`src/rtl/mem_arbiter.sv`:
```
// mem_arbiter: shares one memory port between instruction fetch and data load/store, with timeout abort.
// Optional feature: define MEM_ARB_ROUND_ROBIN_EN for round-robin arbitration (default: data has fixed priority).
module mem_arbiter #(
    parameter int TIMEOUT = 255
) (
    input  logic        i_clk,
    input  logic        i_rst_n,
    input  logic        i_inst_req,
    input  logic [31:0] i_inst_req_addr,
    output logic [31:0] or_inst_data,
    output logic        or_inst_ack,
    input  logic        i_data_req,
    input  logic        i_data_we,
    input  logic [31:0] i_data_addr,
    input  logic [31:0] i_data_wdata,
    input  logic [3:0]  i_data_be,
    output logic [31:0] or_data_rdata,
    output logic        or_data_ack,
    output logic        or_mem_req,
    output logic        or_mem_we,
    output logic [31:0] or_mem_addr,
    output logic [31:0] or_mem_wdata,
    output logic [3:0]  or_mem_be,
    input  logic [31:0] i_mem_rdata,
    input  logic        i_mem_ack,
    output logic        or_bus_err
);
    typedef enum logic [1:0] {IDLE, INST, DATA, RESP} state_t;
    localparam logic [15:0] TO_LAST = 16'(TIMEOUT - 1);
    localparam logic [31:0] NOP = 32'h0000_0013;
    state_t state, state_nxt;
    logic [15:0] cnt;
    logic grant_data, grant_any, busy, done;
    assign grant_any = i_inst_req | i_data_req;
    assign busy = (state == INST) || (state == DATA);
    assign done = i_mem_ack || (cnt == TO_LAST);
`ifdef MEM_ARB_ROUND_ROBIN_EN
    logic last_inst;
    assign grant_data = i_data_req & (~i_inst_req | last_inst);
    // remember which requester won most recently so contention alternates
    always_ff @(posedge i_clk or negedge i_rst_n) begin
        if (!i_rst_n)
            last_inst <= 1'b1;
        else if (state == IDLE && grant_any)
            last_inst <= ~grant_data;
    end
`else
    assign grant_data = i_data_req;
`endif
    // state register
    always_ff @(posedge i_clk or negedge i_rst_n) begin
        if (!i_rst_n)
            state <= IDLE;
        else
            state <= state_nxt;
    end
    // next state: grant from IDLE, finish on ack or timeout, one response cycle
    always_comb begin
        state_nxt = state;
        case (state)
            IDLE:    state_nxt = grant_any ? (grant_data ? DATA : INST) : IDLE;
            INST,
            DATA:    state_nxt = done ? RESP : state;
            default: state_nxt = IDLE;
        endcase
    end
    // memory port, timeout counter and response registers
    always_ff @(posedge i_clk or negedge i_rst_n) begin
        if (!i_rst_n) begin
            cnt           <= '0;
            or_mem_req    <= 1'b0;
            or_mem_we     <= 1'b0;
            or_mem_addr   <= '0;
            or_mem_wdata  <= '0;
            or_mem_be     <= '0;
            or_inst_data  <= '0;
            or_inst_ack   <= 1'b0;
            or_data_rdata <= '0;
            or_data_ack   <= 1'b0;
            or_bus_err    <= 1'b0;
        end else begin
            or_inst_ack <= 1'b0;
            or_data_ack <= 1'b0;
            or_bus_err  <= 1'b0;
            if (state == IDLE && grant_any) begin
                cnt          <= '0;
                or_mem_req   <= 1'b1;
                or_mem_we    <= grant_data & i_data_we;
                or_mem_addr  <= grant_data ? i_data_addr : i_inst_req_addr;
                or_mem_wdata <= grant_data ? i_data_wdata : 32'h0;
                or_mem_be    <= grant_data ? i_data_be : 4'hF;
            end
            if (busy) begin
                cnt <= cnt + 16'd1;
                if (done) begin
                    or_mem_req <= 1'b0;
                    or_bus_err <= ~i_mem_ack;
                    if (state == DATA) begin
                        or_data_ack   <= 1'b1;
                        or_data_rdata <= i_mem_ack ? i_mem_rdata : 32'h0;
                    end else begin
                        or_inst_ack  <= 1'b1;
                        or_inst_data <= i_mem_ack ? i_mem_rdata : NOP;
                    end
                end
            end
        end
    end
endmodule

```
`config.mk`:
```
export PLATFORM = sky130hd
export DESIGN_NAME = mem_arbiter
export DESIGN_NICKNAME = d
export VERILOG_FILES = /design/src/rtl/mem_arbiter.sv
export SDC_FILE = /design/constraint.sdc
export NUM_CORES = 1
export LEC_CHECK = 0
export CAP_MARGIN = 20
export CORE_MARGIN = 3
export CORE_UTILIZATION = 42
export DETAILED_ROUTE_END_ITERATION = 8
export PLACE_DENSITY_LB_ADDON = 0.08
export SKIP_LAST_GASP = 1
export SLEW_MARGIN = 25
export SYNTH_ARGS = -nofsm -noshare
export SYNTH_HDL_FRONTEND = slang
export SYNTH_SLANG_ARGS = --single-unit
```
`constraint.sdc`:
```
create_clock -name i_clk -period 2.2 [get_ports i_clk]
set_input_delay 0.66 -clock i_clk [delete_from_list [all_inputs] [get_ports i_clk]]
set_output_delay 0.66 -clock i_clk [all_outputs]
set_load 0.005 [all_outputs]
```
==> metrics.md, run 1 <==
| Metric | Value |
|---|---|
| Status | `finished clean` |
| Residual DRC | `0` |
| Largest net degree at the start of global routing | `56` |
| Critical path fanouts, max | `2` |
| RSZ-0062 raised after global routing | `false` |
| Element type at the critical path end | `primary output` |
| Initial antenna violation count | `0` |
| Worst-path cell chain | `clkdlybuf4s50_1` |
| Worst-margin pin slew | `0.609 ns` |
| Share of cells above drive strength 1 | `under 10%` |
| Routed WL | `17900 um` |
| Port bufs | `274` |
| Post-synth ARST share | `100%` |
| Slowest stage delay, CP | `0.54 ns` |
| Post-CTS Resized | `0` |
| Vias per inst | `between 5 and 6` |
| Initial DRT Pass Iterations | `4` |
| Hold crit path type | `input port to async pin` |
| Sequential-to-total area share from yosys stat | `62.2%` |
| Postcts setup bufs | `0` |
| CTS tree | `built` |
| Clock skew | `roughly 0.0095 ns` |
| Slew Limit Fails | `0` |
| CTS clk-pin slew, worst paths | `0.06 ns` |
| Clock tree buffer depth | `2` |
| Avg Cell Area, Syn | `12.8 um2` |
| Primary FF master, synth | `dfrtp_1` |
| Leakage | `4.41 nW` |
| Gr usage total | `around 22%` |
| Routed Antenna Nets | `0` |
| I/O Pins | `275` |
| Final layout net count | `908` |
| Post-Syn Instances | `488` |
| Grt ovf | `0` |
| Max-cap violations | `0` |
| Slowest CP cell | `clkdlybuf4s50_1` |
| Post-Syn Area | `between 6000 and 7000 um2` |
| Total CTS buffers | `17` |
| WL/cell | `18.7 um` |
| CTS sink count | `between 150 and 200` |
| Reg area | `3880 um2` |
| Buf/Inv on CP | `1` |
| DP HPWL | `~13000 um` |
| Die area | `16300 um2` |
| Final setup violation count | `0` |
| Period utilization | `90.3%` |
| CP top delay family | `buffers and inverters` |
| Starting Density | `43.9%` |
| Worst skew pair latency | `around 0.41 ns` |
| Finished Core Util | `between 60% and 70%` |
| Multi-input gate area | `2170 um2` |
| Most common cell after layout, fill and taps aside | `clkdlybuf4s50_1` |
| Final min period | `~2.0 ns` |
| Non-Filler Instances | `957` |
| Pwr Density | `1330 nW/um2` |
| Critical path arrival | `roughly 1.3 ns` |
| Gpl congestion | `about 0.79` |
| Post-synth EDFFs | `0` |
| Hold Fails Final Rpt | `0` |
| Synth Net Count | `around 630` |
| Layout area overhead | `59.0%` |
| Clock tree root driver cell | `clkbuf_16` |
| Rel. slew slack | `between 50 and 60%` |
| Worst Path Required | `1.54 ns` |
| Die height | `128 um` |
| N_diodes | `0` |
| First-pass GRT wire length | `28300 um` |
| Cell variety after synth | `39` |
| Setup TNS | `0 ns` |
| CTS H-tree depth | `4` |
| Most frequent cells in the layout | `272 x clkdlybuf4s50_1, 155 x dfrtp_1, 94 x a22o_1, 54 x nand2_1, 41 x mux2i_1` |
| 1st-iter DRT viols | `231` |
| Cts hold-fix bufs | `0` |
| Fmax | `503 MHz` |
| # fillers | `1034` |
| Kind of critical path | `flop to primary output` |
| Yosys reg bits | `155` |
| Vias in the first global route | `roughly 5300` |
| FP Rows | `43` |
| Placed instance count | `a little over 900` |
| Crit start category | `flop` |
| Core Region | `14200 um2` |
| Worst hold slack | `0.161 ns` |
| Die width | `128 um` |
| YS warnings | `0` |
| Via count | `4987` |
| VDD IR max | `roughly 0.67 mV` |
## logic make-up after synthesis
| family | share of synthesized area, % |
|---|---|
| buffers and inverters | 3.23 |
| xor gates and xnor gates | 0.843 |
| adders and majority gates | 1.20 |
| muxes | 6.58 |
| AOI/OAI and AO/OA | 18.7 |
| and+or+nand+nor | 7.17 |
| DFF | 62.2 |
## path summary, 6_finish.rpt
path | from | endpoint | slack, ns | depth (start not counted)
max in group asynchronous | i_rst_n | or_inst_data[14] | 1.38 | 2
max reg2reg | cnt[0] | or_data_rdata[16] | 0.38 | 7
min in group i_clk | or_inst_data[1] | or_inst_data[1] | 0.48 | 1
max | or_mem_be[0] | or_mem_be[0] | 0.21 | 1
min | i_rst_n | or_inst_data[5] | 0.16 | 1
min reg2reg | or_inst_data[1] | or_inst_data[1] | 0.48 | 1
## flip-flops by register name, summed over array words and instances, names as in the netlist, 2 cells and up
register	cells
or_mem_wdata	32
or_mem_addr	32
cnt	16
or_data_rdata	32
or_inst_data	32
or_mem_be	4
state	2
## cells in the mapped netlist, types with 2 or more instances
cell type  instances  area [um2]
o22a_1             7        61.3
nand2_1           54         203
dfrtp_1          155        3880
mux2i_1           41         410
ha_1               6        75.1
o31ai_1            3        22.5
nand3_1            5        25.0
xor2_1             5        43.8
buf_1              8        30.0
a22o_1            94         823
o211ai_1           4        30.0
o21ai_1           37         185
nand4_1            6        37.5
and3_1             5        31.3
and2_1             3        18.8
clkbuf_1          17        63.8
buf_2              5        25.0
inv_1              4        15.0
o21a_1             2        15.0
buf_6              5        56.3
and4_1             4        35.0
## per-layer routing
| metal | part of all wire, % | global-route usage [%] |
|---|---|---|
| met1 | 40 | 27.1 |
| met2 | 49 | 36.0 |
| met3 | 9.5 | 8.88 |
| met4 | 1.6 | 6.74 |
| met5 | 0 | 0 |
## through the flow
step                      instance area [um2]  setup WS, ns  power (mW)
after floorplan                          6230         0.418        6.82
after global placement                   9280         0.170        10.1
after detailed placement                 9280         0.122        10.2
after CTS                                9910         0.174        13.4
after global routing                     9910         0.159        14.0
final                                    9910         0.213        13.2
## where the power goes
part	total, mW	leakage, nW	internal [mW]	switching, mW
Combinational	5.39	2.15	3.33	2.06
Sequential	4.77	1.96	4.04	0.726
Clock	3.06	0.301	1.89	1.17
Total	13.2	4.41	9.27	3.95
## layout make-up
cell class,count,area share [%]
tap,180,2.27
multi-input combinational,292,21.9
sequential,155,39.1
clock buffer,21,4.75
inverter,5,0.189
timing repair buffer,293,30.2
clock inverter,11,1.59
Note: power is estimated with default switching activity, not from simulation.
==> inputs of run 2 (changes only) <==
--- a/config.mk
+++ b/config.mk
@@ -7,7 +7,7 @@
 export LEC_CHECK = 0
 export CAP_MARGIN = 20
 export CORE_MARGIN = 3
-export CORE_UTILIZATION = 42
+export CORE_UTILIZATION = 38
 export DETAILED_ROUTE_END_ITERATION = 8
 export PLACE_DENSITY_LB_ADDON = 0.08
 export SKIP_LAST_GASP = 1
==> constraint.sdc (replaced) <==
create_clock -name i_clk -period 1.66 [get_ports i_clk]
set_input_delay 0.498 -clock i_clk [delete_from_list [all_inputs] [get_ports i_clk]]
set_output_delay 0.498 -clock i_clk [all_outputs]
set_load 0.005 [all_outputs]
==> run 2 against run 1 <==
Effect of this change:
- the flow now finishes with violations (negative setup slack)
- clock power grew 29%
- first-iteration DRC count fell by 14%
- utilization fell by 6.2 points
- flip-flop and latch count unchanged
- register-to-register slack got worse by 0.43 ns
- die area grew 10%
- routed wire length rose by 3.2%
- final area grew 2.3%
- global-route usage down 1.3 points
- critical path type is now flop to flop
- largest cell class unchanged
==> metrics.md, run 2 (synthesis results as in run 1) <==
| Metric | Value |
|---|---|
| FF-to-FF path depth | `7 (unchanged)` |
| Setup ws final | `-0.0474 ns (-0.261 ns)` |
| Layout area overhead | `62.6%` |
| Routed WL | `18400 um (+3.2%)` |
| Die width | `134 um (+4.9%)` |
| Clock tree root driver cell | `clkbuf_16` |
| Worst reg2reg setup slack | `-0.05 ns (-0.43 ns)` |
| Largest net degree at the start of global routing | `56 (unchanged)` |
| Comb power frac | `40.1% (-0.7 points)` |
| Core Region | `15900 um2 (+12%)` |
| First-pass GRT wire length | `29500 um (+4.5%)` |
| Worst-margin pin slew | `0.414 ns (-0.195 ns)` |
| FF-to-FF End | `or_data_rdata[20]` |
| Leakage | `4.96 nW (+13%)` |
| Residual DRC | `0 (unchanged)` |
| Final layout net count | `952 (+4.8%)` |
| Hold_sp | `or_mem_addr[23]` |
| Placement Cell Area | `9560 um2 (+3.0%)` |
| Fmax | `a little under 600 MHz` |
| Status | `finished, violations left` |
| Failing checks | `negative setup slack` |
| Share of cells above drive strength 1 | `12.3% (+4.7 points)` |
| Clock tree buffer depth | `2 (unchanged)` |
| Grt ovf | `0 (unchanged)` |
| Slowest CP cell | `dfrtp_1` |
| Kind of critical path | `flop to flop` |
| CTS sink count | `155 (unchanged)` |
| Cells on Worst Hold Path | `2` |
| Hold Fails Final Rpt | `0 (unchanged)` |
| Clk pwr share | `23.4% (+0.2 points)` |
| Most frequent cells in the layout | `155 x dfrtp_1, 137 x dlygate4sd2_1, 135 x clkdlybuf4s50_1, 94 x a22o_1, 54 x nand2_1` |
| Net switching power figure | `5.26 mW (+33%)` |
| Finished Core Util | `63.6% (-6.2 points)` |
| Routed Antenna Nets | `0 (unchanged)` |
| Buf/Inv on CP | `2 (+1)` |
| Via count | `5249 (+5.3%)` |
| N_diodes | `0 (unchanged)` |
| RSZ-0062 raised after global routing | `true` |
| Pwr Density | `1660 nW/um2 (+25%)` |
| Element type at the critical path end | `flop` |
| Switch share | `31.2% (+1.3 points)` |
| Worst hold slack | `0.475 ns (+0.314 ns)` |
| Endpoint, Worst Hold | `or_mem_addr[23]` |
| FF-to-FF Start | `cnt[0]` |
| Total CTS buffers | `17 (unchanged)` |
| Gr usage total | `20.8% (-1.3 points)` |
| Crit start category | `flop` |
| VDD IR max | `0.826 mV (+24%)` |
| Worst skew pair latency | `0.41 ns (about the same)` |
| Critical path arrival | `2.00 ns (+0.67 ns)` |
| Starting Density | `39.1% (-4.8 points)` |
| Tot Pwr | `16.9 mW (+28%)` |
| Die area | `18000 um2 (+10%)` |
| Initial DRT Pass Iterations | `4 (unchanged)` |
| Slew Limit Fails | `0 (unchanged)` |
| Part of the power in registers | `36.6% (+0.5 points)` |
| Port bufs | `274 (unchanged)` |
| I/O Pins | `275 (unchanged)` |
| Worst Path Required | `1.96 ns (+0.42 ns)` |
| Worst-path cell chain | `inv_1, ha_1, and4b_1, a41o_4, nand3_4, buf_12, a22o_1` |
| CTS clk-pin slew, worst paths | `0.06 ns (about the same)` |
| Gpl congestion | `0.797 (+1.4%)` |
| Hold crit path type | `flop to flop` |
| CTS tree | `built` |
| 1st-iter DRT viols | `199 (-14%)` |
| Final setup violation count | `32 (+32)` |
| WL/cell | `17.8 um (-4.7%)` |
| Post-route cell area | `10100 um2 (+2.3%)` |
| Critical path fanouts, max | `25 (+23)` |
| Die height | `134 um (+4.9%)` |
| Vias in the first global route | `5492 (+3.7%)` |
| Slowest stage delay, CP | `0.37 ns (-0.17 ns)` |
| Rel. slew slack | `72.4% (+13 points)` |
| Placed instance count | `987 (+6.7%)` |
| DP HPWL | `13700 um (+2.2%)` |
| Vias per inst | `5.06 (-2.9%)` |
| Clock skew | `0.00681 ns (-0.00272 ns)` |
| Final min period | `~1.7 ns` |
| CTS H-tree depth | `4 (unchanged)` |
| CP top delay family | `compound AO/OA/AOI/OAI gates` |
| Non-Filler Instances | `1037 (+8.4%)` |
| Max-cap violations | `0 (unchanged)` |
| Internal | `11.6 mW (+25%)` |
| FP Rows | `46 (+7.0%)` |
| Initial antenna violation count | `0 (unchanged)` |
| Period utilization | `103%` |
| Most common cell after layout, fill and taps aside | `dfrtp_1` |
==> run 2: cell types whose count changed in the layout (fill, tap and decap cells not counted), sizes merged <==
cell / delta
buf: +43
clkbuf: +1
clkdlybuf4s50: -137
clkinv: -1
clkinvlp: +3
dlygate4sd2: +137
dlygate4sd3: +1
inv: -3
==> run 2: cell type report <==
cell class,instances,area [um2]
inverter,5,18.8
clock buffer,22,464
multi-input combinational,292,2170
timing repair buffer,337,3190
clock inverter,10,141
fill,1319,5810
sequential,155,3880
tap,216,270
==> run 2: how the worst max path moves through the flow <==
stage,from,endpoint,slack (ns),cells past startpoint
5_1_grt,cnt[0],or_data_rdata[27],-0.13,7
3_5_place_dp,i_mem_ack,or_inst_data[21],-0.16,5
3_3_place_gp,i_mem_ack,or_inst_data[15],-0.14,5
6_report,cnt[0],or_data_rdata[20],-0.05,7
4_1_cts,cnt[0],or_data_rdata[27],-0.05,7
2_1_floorplan,cnt[0],or_inst_data[21],0.01,8
==> run 2: power by group through the flow <==
| stage | Clock (mW) | Combinational, mW | Sequential (mW) |
|---|---|---|---|
| after floorplan | 0 | 2.69 | 6.35 |
| after global placement | 0 | 7.40 | 6.27 |
| after detailed placement | 0 | 7.59 | 6.27 |
| after CTS | 4.03 | 6.85 | 6.17 |
| after global routing | 4.19 | 7.36 | 6.36 |
| final | 3.94 | 6.75 | 6.16 |
==> run 2: tightest hold or removal path, stage by stage (launching register included) <==
cell     delay, ns
dfrtp_1       0.33
nand2_1       0.05
o21ai_1       0.06
==> run 2: layer usage <==
layer / vias up / global-route usage, % / share of wire (%)
li1: 2448 / - / -
met1: 2542 / 26.2 / 41
met2: 232 / 34.6 / 48
met3: 27 / 6.45 / 8.5
met4: 0 / 6.62 / 1.8
met5: - / 0 / 0
==> run 2: timing repair <==
item / in CTS / in global routing
buffers inserted: 17 / 0
endpoints found under the hold margin: 5 / 0
pin swaps: 1 / 1
hold buffers: 1 / 0
setup endpoints to repair: 184 / 67
resized for setup: 137 / 2
==> run 2: stage by stage <==
step / setup WS (ns) / setup TNS (ns)
final: -0.0474 / -0.910
after global routing: -0.129 / -4.53
after CTS: -0.0497 / -0.994
after detailed placement: -0.162 / -16.59
after global placement: -0.136 / -13.32
after floorplan: 0.0139 / 0
==> inputs of run 3 (changes only) <==
--- a/config.mk
+++ b/config.mk
@@ -8,6 +8,7 @@
 export CAP_MARGIN = 20
 export CORE_MARGIN = 3
 export CORE_UTILIZATION = 38
+export CTS_CLUSTER_SIZE = 25
 export DETAILED_ROUTE_END_ITERATION = 8
 export PLACE_DENSITY_LB_ADDON = 0.08
 export SKIP_LAST_GASP = 1
==> results of run 3 <==
No change in the layout: final DEF, timing and power equal those of run 2.
==> edit: new RTL, config.mk and constraints of run 1 <==
The 4 states of `state_t` get a one-hot encoding in 4 bits.
--- a/src/rtl/mem_arbiter.sv
+++ b/src/rtl/mem_arbiter.sv
@@ -25,7 +25,7 @@
     input  logic        i_mem_ack,
     output logic        or_bus_err
 );
-    typedef enum logic [1:0] {IDLE, INST, DATA, RESP} state_t;
+    typedef enum logic [3:0] {IDLE = 4'b0001, INST = 4'b0010, DATA = 4'b0100, RESP = 4'b1000} state_t;
     localparam logic [15:0] TO_LAST = 16'(TIMEOUT - 1);
     localparam logic [31:0] NOP = 32'h0000_0013;
     state_t state, state_nxt;
Behaviour: same outputs for any inputs over 4 cycles, from zero or initial values and one cycle with i_rst_n low; so few cycles prove little.
==> edit against run 1 <==
  * Sequential power increased by 1%
  * Cell area decreased by 0.27%
  * Sequential cell count increased by 2
  * Clock skew decreased by 0.99 ps
  * Wire length increased by 2.6%
  * Worst setup slack got worse by 29 ps
  * Worst hold slack improved by 21 ps
  * Area after synthesis increased by 0.24%
  * Power decreased by 0.52%
  * Synthesized cell count increased by 2.9%
  * Utilization decreased by 0.19 points
  * Non-clock buffer count decreased by 2
  * Critical path type is now reg -> reg
  * Critical endpoint is now or_data_rdata[3]
  * Highest routed layer unchanged
==> edit: results (changes against run 1) <==
----------------------------------------------------
[Layout]
  Count of nets after finishing ... 916 (+0.88%)
  Share of layout cells above drive strength 1 ... 7.351% (-0.24 points)
  Fill count ... 1048 (+1.4%)
  Number of antenna repair diodes ... 0 (unchanged)

[Synthesis]
  Post-synth top flop ... sky130_fd_sc_hd__dfrtp_1
  Net count after synthesis ... 642 (+1.6%)
  Mean post-synth cell area ... 12.45 µm² (-2.6%)
  Largest cells by area after synthesis ... sky130_fd_sc_hd__dfrtp_1 62%, sky130_fd_sc_hd__a22o_1 13%, sky130_fd_sc_hd__mux2i_1 5.4%
  Sequential share of the synthesized area ... 62.90% (+0.67 points)
  Synth warnings ... 0 (unchanged)
  Synth top cells by count ... 156 x sky130_fd_sc_hd__dfrtp_1, 94 x sky130_fd_sc_hd__a22o_1, 48 x sky130_fd_sc_hd__nand2_1, 38 x sky130_fd_sc_hd__o21ai_1, 34 x sky130_fd_sc_hd__mux2i_1
  Count of different cell masters after synthesis ... 38 (-2.6%)

[GRT]
  Global routing usage on met3 ... 4.500% (-4.4 points)
  Antenna violations before repair ... 0 (unchanged)
  First-pass GRT wire length ... 28730 µm (+1.7%)
  GR Util met2 ... 38.91% (+2.9 points)
  Overall routing resource usage ... 22.36% (+0.28 points)
  Vias in the first global route ... 5344 (+0.91%)
  Met1 usage ... 27.55% (+0.48 points)
  Maximum number of pins on one net before global-route repair ... 53 (-5.4%)

[Power and ir drop]
  Static leakage power ... 4.332 nW (-1.7%)
  Largest vdd supply drop ... 0.0006983 V (+4.8%)
  Switching Share ... 29.39% (-0.50 points)

[Timing]
  Slew at the pin closest to its max-slew limit ... 510.1 ps (-99.19 ps)
  Clock skew after layout ... 8.541 ps (-0.9939 ps)

[Placement]
  GPL Wtd Cong ... 0.8039 (+2.3%)
  Placed cell areas ... 9268 µm² (-0.15%)
  IO buf count ... 274 (unchanged)
  Number of cells in the design after placement ... 937 (+1.3%)
  Final HPWL DP ... 13480 µm (+0.93%)

[Run status]
  Run status ... finished, final reports clean

[Detailed routing]
  Detailed-route wire length per cell ... 18.90 µm (+1.3%)
  Via count ... 5180 (+3.9%)
  Router iterations before antenna repair ... 4 (unchanged)
  Vias per Instance ... 5.346 (+2.6%)
  Drt first-iter violations ... 249 (+7.8%)

[Clock network]
  Worst skew pair latency ... approximately 420 ps
  Clock input transition at the sequential cells of the worst setup and hold paths ... 60 ps (about the same)
  Number of buffers added for setup after CTS ... 0 (unchanged)

[Setup path]
  Family with the most delay on the worst path ... simple AND/OR/NAND/NOR gates
  Data arrival time at the worst-slack endpoint ... 2310 ps (+980 ps)
  Crit path max-delay cell type ... sky130_fd_sc_hd__dfrtp_1
  Crit-path max FO ... 24 (+22)
  Critical path's largest stage delay ... 430 ps (-110 ps)

----------------------------------------------------
## edit: power by group through the flow
stage | logic (mW) | clock network (mW) | registers [mW]
global route | 5.68 | 3.23 | 4.98
finish | 5.26 | 3.06 | 4.83
floorplan | 1.98 | 0 | 4.87
global placement | 5.20 | 0 | 4.82
CTS | 5.34 | 3.12 | 4.83
detailed placement | 5.32 | 0 | 4.85
## edit: worst paths after layout
check	endpoint	slack, ps	startpoint	cells past startpoint
setup reg to reg	or_data_rdata[3]	180	cnt[0]	7
min in group i_clk	or_mem_addr[22]	480	or_mem_addr[22]	2
hold / removal	or_inst_ack	180	i_rst_n	1
setup / recovery	or_data_rdata[3]	180	cnt[0]	7
max in group asynchronous	state[0]	1370	i_rst_n	2
hold reg to reg	or_mem_addr[22]	480	or_mem_addr[22]	2
## edit: cells by family (layout without fill, tap and decap cells)
group | after synthesis | in the layout | synth area share, %
compound gates | 160 | 160 | 19.38
flops | 157 | 157 | 62.90
simple gates | 102 | 102 | 8.510
buf+inv | 45 | 332 | 3.084
mux | 34 | 34 | 5.447
fa+ha+maj | 2 | 2 | 0.4004
xor+xnor | 2 | 2 | 0.2804
## edit: through the flow
step / hold slack, ps / power, mW / setup WS (ps) / utilization (%)
after floorplan: 364.4 / 6.851 / 331.4 / -
after global placement: 470.0 / 10.01 / 159.1 / 65.25
after detailed placement: 471.6 / 10.17 / 105.5 / 65.25
after CTS: 199.6 / 13.29 / 186.8 / 69.59
after global routing: 209.6 / 13.89 / 108.8 / 69.59
final: 182.3 / 13.15 / 184.9 / 69.59
## edit: per-layer routing
| layer | vias up | wire (µm) |
|---|---|---|
| met4 | 0 | 376 |
| li1 | 2418 | - |
| met2 | 182 | 9640 |
| met3 | 27 | 973 |
| met1 | 2553 | 7323 |
| met5 | - | 0 |
## edit: final cells by class
class	count	area [µm²]	area share (%)
clock buffer	21	450.4	4.557
clock inverter	11	166.4	1.684
inverter	9	33.78	0.3418
multi-input combinational	300	2137	21.62
sequential	157	3930	39.76
tap	180	225.2	2.278
timing repair buffer	291	2942	29.76
